===== config.mk =====
export PLATFORM = sky130hd
export DESIGN_NAME = cond_logic
export DESIGN_NICKNAME = d
export VERILOG_FILES = /design/src/rtl/cond_logic.sv
export SDC_FILE = /design/constraint.sdc
export NUM_CORES = 1
export LEC_CHECK = 0
export CAP_MARGIN = 20
export CORE_MARGIN = 2
export CORE_UTILIZATION = 30
export DETAILED_ROUTE_END_ITERATION = 10
export GPL_ROUTABILITY_DRIVEN = 0
export SETUP_SLACK_MARGIN = 0.2
export SLEW_MARGIN = 20
export SYNTH_ARGS = -nofsm -noshare
export SYNTH_HDL_FRONTEND = slang
export SYNTH_SLANG_ARGS = --single-unit

===== constraint.sdc =====
create_clock -name clk -period 6.84 [get_ports clk]
set_clock_uncertainty 0.15 [all_clocks]
set_input_delay 1.368 -clock clk [delete_from_list [all_inputs] [get_ports clk]]
set_output_delay 1.368 -clock clk [all_outputs]
set_load 0.05 [all_outputs]

===== src/rtl/cond_logic.sv =====
// Condition evaluation and write gating: holds the architectural {N,Z,C,V} flags,
// decodes the instruction condition field against them and gates controller write strobes.
module cond_logic #(
    parameter int         n           = 4,
    parameter logic [3:0] RESET_FLAGS = 4'b0000
) (
    input  logic       clk,
    input  logic       reset,
    input  logic [3:0] Cond,
    input  logic [3:0] ALUFlags,
    input  logic [1:0] FlagW,
    input  logic       PCS,
    input  logic       RegW,
    input  logic       MemW,
    input  logic       NoWrite,
    output logic       PCSrc,
    output logic       RegWrite,
    output logic       MemWrite,
    output logic       CondEx,
    output logic [3:0] Flags
);

    // The flag interface stays 4 bits wide whatever the ALU data width is.
    localparam int FLAG_W = (n > 0) ? 4 : 4;

    logic [FLAG_W-1:0] flags_q;
    logic [FLAG_W-1:0] flags_d;
    logic              cond_ex;
    logic              flag_n;
    logic              flag_z;
    logic              flag_c;
    logic              flag_v;

    assign flag_n = flags_q[3];
    assign flag_z = flags_q[2];
    assign flag_c = flags_q[1];
    assign flag_v = flags_q[0];

    // Decode uses only stored flags, so an instruction never sees its own flag update.
    always_comb begin
        cond_ex = 1'b0;
        case (Cond)
            4'b0000: cond_ex = flag_z;
            4'b0001: cond_ex = ~flag_z;
            4'b0010: cond_ex = flag_c;
            4'b0011: cond_ex = ~flag_c;
            4'b0100: cond_ex = flag_n;
            4'b0101: cond_ex = ~flag_n;
            4'b0110: cond_ex = flag_v;
            4'b0111: cond_ex = ~flag_v;
            4'b1000: cond_ex = flag_c & ~flag_z;
            4'b1001: cond_ex = ~flag_c | flag_z;
            4'b1010: cond_ex = (flag_n == flag_v);
            4'b1011: cond_ex = (flag_n != flag_v);
            4'b1100: cond_ex = ~flag_z & (flag_n == flag_v);
            4'b1101: cond_ex = flag_z | (flag_n != flag_v);
            4'b1110: cond_ex = 1'b1;
            default: cond_ex = 1'b0;
        endcase
    end

    always_comb begin
        flags_d = flags_q;
        if (FlagW[1] && cond_ex) begin
            flags_d[3:2] = ALUFlags[3:2];
        end
        if (FlagW[0] && cond_ex) begin
            flags_d[1:0] = ALUFlags[1:0];
        end
    end

    always_ff @(posedge clk) begin
        if (reset) begin
            flags_q <= RESET_FLAGS;
        end else begin
            flags_q <= flags_d;
        end
    end

    // Strobes are held low while reset is asserted; CondEx and Flags stay visible.
    assign PCSrc    = ~reset & PCS & cond_ex;
    assign RegWrite = ~reset & RegW & cond_ex & ~NoWrite;
    assign MemWrite = ~reset & MemW & cond_ex;
    assign CondEx   = cond_ex;
    assign Flags    = flags_q;

endmodule


======== Word-level counts from Yosys, hierarchy flattened ========
Cells that the tools add are included.
word-level totals
  bits in registers ....................... 4
  input bits .............................. 16
  output and inout bits ................... 8
  logic and storage cells ................. 39
cells by class
  equality and inequality tests ........... 16
  multiplexer cells ....................... 1
  bitwise logic cells ..................... 17
  reductions and logical operators ........ 3
operators with widths
  cell                                           count
  == test 4 bit, second input constant           7
  == test 4 x 3 -> 1 bit, second input constant  4
  one-hot mux 1 bit (15 select lines)            1
  AND 1 bit                                      9
  == test 4 x 2 -> 1 bit, second input constant  2
  inverter 1 bit                                 6
  == test 4 x 1 -> 1 bit, second input constant  1
  zero test 4 bit                                1
  logical AND 1 bit                              2
  bitwise OR 1 bit                               2
  == test 1 bit                                  1
  != test 1 bit                                  1

======== Depth between registers and ports, before layout ========
  depth after elaboration ................. 5
  gate-level depth with buffers ........... 6
  gate-level depth less buffers ........... 5

======== Least setup slack after synthesis ========
No wires, ideal clock.
  path type ............................... input port to output port
  start ................................... input Cond[1]
  end ..................................... output MemWrite
  arrival time ............................ 3.620 ns
  data required time ...................... 5.322 ns
  slack ................................... 1.702 ns
  stages .................................. 6
  path buffers ............................ 1
  path through ............................ clkbuf_1 or3b_1 a21o_1 a21oi_2 nor3_2 nor3b_1
on the way
  word-level cells in the longest chain between the ends .. 3
  elaborated cells on any way between the ends .. 17
  classes of those cells .................. 14 x eq/ne; 1 x mux; 1 x bitwise; 1 x reduce/logical
RTL lines
  item                                         line  RTL
  start: declaration                           9     input logic [3:0] Cond,
  == test 4 bit, or another cell as far along  42    case (Cond)
  one-hot mux 1 bit (15 select lines) (*)      42
  AND 1 bit (*)                                83    assign MemWrite = ~reset & MemW & cond_ex;
  end: declaration                             18    output logic MemWrite,
Every way passes the cells marked *; elsewhere a longest branch is shown, timed or not.

======== Final worst setup path ========
  start ................................... input Cond[3]
  end ..................................... output RegWrite
on the way
  word-level cells in the longest chain between the ends .. 4
  elaborated cells on any way between the ends .. 18
  classes of those cells .................. 14 x eq/ne; 1 x mux; 2 x bitwise; 1 x reduce/logical
RTL lines
  item                                         line  RTL
  == test 4 bit, or another cell as far along  42
  one-hot mux 1 bit (15 select lines) (*)      42
  AND 1 bit (*) (2 in a row)                   82    assign RegWrite = ~reset & RegW & cond_ex & ~NoWrite;
  end: declaration                             17    output logic RegWrite,
Marks and branches as above.

==> results.sh <==
export IMPL_cp_end_kind="primary output"
export IMPL_start_util_pct=32.17
export IMPL_post_route_util_pct=46.81
export IMPL_min_period_ns=5.659
export IMPL_grt_use_total_pct=12.64
export IMPL_ios=24
export IMPL_reg2reg_slack_ns=4.83
export IMPL_p_per_area_mw_per_mm2=142.1
export IMPL_hold_depth=2
export IMPL_dp_hpwl_um=1020
export IMPL_hold_viol=0
export IMPL_grt_max_degree=15
export IMPL_antenna_found_initial=0
export IMPL_p_sw_share_pct=38.42
export IMPL_maxSlewHeadroom_pct=66.75
export IMPL_syn_nets=76
export IMPL_synth_area_leaders="dfxtp_1 14%, o31ai_4 7.7%, mux2i_1 7.2%, nand2b_1 6.8%, o311ai_4 4.7%"
export IMPL_final_common_cell="clkdlybuf4s50_1"
export IMPL_ir_worst_vdd_uv=91.10
export IMPL_syn_cell_area_um2=555.5
export IMPL_chipHeight_um=47.03
export IMPL_antenna_left=0
export IMPL_synth_cell_types=34
export IMPL_finalSetupViolCount=0
export IMPL_yosys_area_top_type="dfxtp_1"
export IMPL_cellInternalPower_mw=0.07075
export IMPL_synth_edf_count=0
export IMPL_vias=520
export IMPL_core_area_mm2=0.001727
export IMPL_grt_pass1_wl_um=2007
export IMPL_final_nets=98
export IMPL_finalSetupTns_ns=0
export IMPL_yosys_warnings=0
export IMPL_synthFlopType="dfxtp_1"
export IMPL_r2r_start="Flags[0]"
export IMPL_crit_fanout=14
export IMPL_worst_r2r_cell_count=5
export IMPL_p_leak_nw=0.2988
export IMPL_cp_required_ns=5.32
export IMPL_min_to="Flags[1]"
export IMPL_largest_register_ffs=4
export IMPL_dieArea_mm2=0.002212
export IMPL_syn_to_final_growth_pct=45.50
export IMPL_syn_instance_count=60
export IMPL_clockBufferDepth=2
export IMPL_drc=0
export IMPL_clock_fmax_ghz=0.1767
export IMPL_cts_hold_fix_buffers=0
export IMPL_overflow=0
export IMPL_status="finished clean"
export IMPL_num_antenna_cells=0
export IMPL_routed_via_density=4.952
export IMPL_worst_slew_pin_slew_ns=0.4972
export IMPL_drive_gt1_share_pct=16.25
export IMPL_hold_start="Flags[1]"
export IMPL_share_comb_of_total_power_pct=49.1
export IMPL_clock_root_buffer="clkbuf_4"
export IMPL_worstSetupPathType="in -> out"
export IMPL_yosysTopAreaCellShare_pct=14.41
export IMPL_htree_levels=1
export IMPL_post_place_ws_ns=1.192
export IMPL_wire_per_inst_um=12.83
export IMPL_num_rows=15
export IMPL_rr_endpoint="Flags[0]"
export IMPL_maxCapViolations=0
export IMPL_switching_power_mw=0.04414
export IMPL_cts_setup_buffers=0
export IMPL_first_pass_iters=2
export IMPL_startpoint_type="input port"
export IMPL_grt_pass1_vias=471
export IMPL_fill_cells=170
export IMPL_synth_area_per_cell_um2=9.259
export IMPL_layout_setup_ws_ns=1.181
export IMPL_clk_pin_slew_ns=0.04
export IMPL_finalPower_mw=0.1149
export IMPL_wl_um=1347
export IMPL_cts_made_buffers=3
export IMPL_layout_common_cells="23 x clkdlybuf4s50_1, 6 x nand2b_1, 4 x dfxtp_1, 4 x inv_1, 4 x mux2i_1"
export IMPL_cts_tree="yes"
export IMPL_worstHoldPathType="reg -> reg"
export IMPL_cp_arrival_ns=4.14
export IMPL_drv_slew=0
export IMPL_fp_dieW_um=47.03
export IMPL_power_frac_seq_pct=25.1
export IMPL_cts_resized=0
export IMPL_crit_start="Cond[3]"
export IMPL_seq_area_frac_synth_pct=14.41
export IMPL_rsz0062_at_grt="no"
export IMPL_finalCritPeriodShare_pct=82.73
export IMPL_drt_iter0_drc=12
export IMPL_clockPowerShare_pct=25.8
export IMPL_cts_sinks=4
export IMPL_ys_ff_latch=4
export IMPL_insertion_delay_ns=0.24
export IMPL_io_buffers=23
export IMPL_ys_async_sr_fraction_pct=0
layer usage:
metal,part of all wire [%],up-vias,GRT usage (%)
li1,-,268,-
met1,48,244,17.39
met2,49,8,19.45
met3,2.4,0,3.462
met4,0,0,3.333
met5,0,-,0
worst max path at each step:
| stage | endpoint | cells past startpoint |
|---|---|---|
| after detailed placement | RegWrite | 7 |
| after global routing | PCSrc | 7 |
| after CTS | RegWrite | 7 |
| after global placement | RegWrite | 7 |
| final | RegWrite | 7 |
| after floorplan | MemWrite | 6 |
metrics by stage:
step / hold slack, ns / cell area (um2) / instances
2_1_floorplan: 0.5810 / 555.5 / 60
3_3_place_gp: 0.3726 / 785.8 / 102
3_5_place_dp: 0.3864 / 785.8 / 102
4_1_cts: 0.3981 / 808.3 / 105
5_1_grt: 0.4212 / 808.3 / 105
6_report: 0.3886 / 808.3 / 105
layout make-up:
class / instances / area, um2 / area share (%)
sequential: 4 / 80.08 / 9.907
multi-input combinational: 46 / 429.2 / 53.10
timing repair buffer: 23 / 230.2 / 28.48
inverter: 4 / 15.01 / 1.858
tap: 25 / 31.28 / 3.870
clock buffer: 3 / 22.52 / 2.786
cells by family (layout without fill, tap and decap cells):
group,Yosys count,after routing,share of synthesized area (%)
AND/OR/NAND/NOR,28,28,39.41
AO/OA/AOI/OAI,12,12,27.48
XOR/XNOR,2,2,3.154
multiplexers,4,4,7.207
flip-flops,4,4,14.41
buffers and inverters,10,30,8.331
Yosys cell counts (2+ instances only):
cell and count:
a31oi_1 2, buf_4 2, clkbuf_1 3, dfxtp_1 4
inv_1 4, mux2i_1 4, nand2b_1 6, nand4bb_1 2
nor3b_1 2, nor4b_1 2, nor4bb_1 2, o31ai_4 2
or2b_1 3, xor2_1 2
power by group through the flow:
stage               registers [mW]  logic (mW)  clock network [mW]
CTS                         0.0290      0.0567              0.0313
global placement            0.0292      0.0562                   0
detailed placement          0.0294      0.0566                   0
finish                      0.0288      0.0564              0.0297
floorplan                   0.0337      0.0333                   0
global route                0.0292      0.0596              0.0329
worst max-delay path, stage by stage:
cell             delay, ns
clkdlybuf4s50_1       0.73
nor4bb_1              0.38
a211oi_1              0.14
a21oi_2               0.33
nor3_2                0.12
nor4b_2               0.23
clkdlybuf4s50_1       0.84
Power figures use the tool's default switching activity.
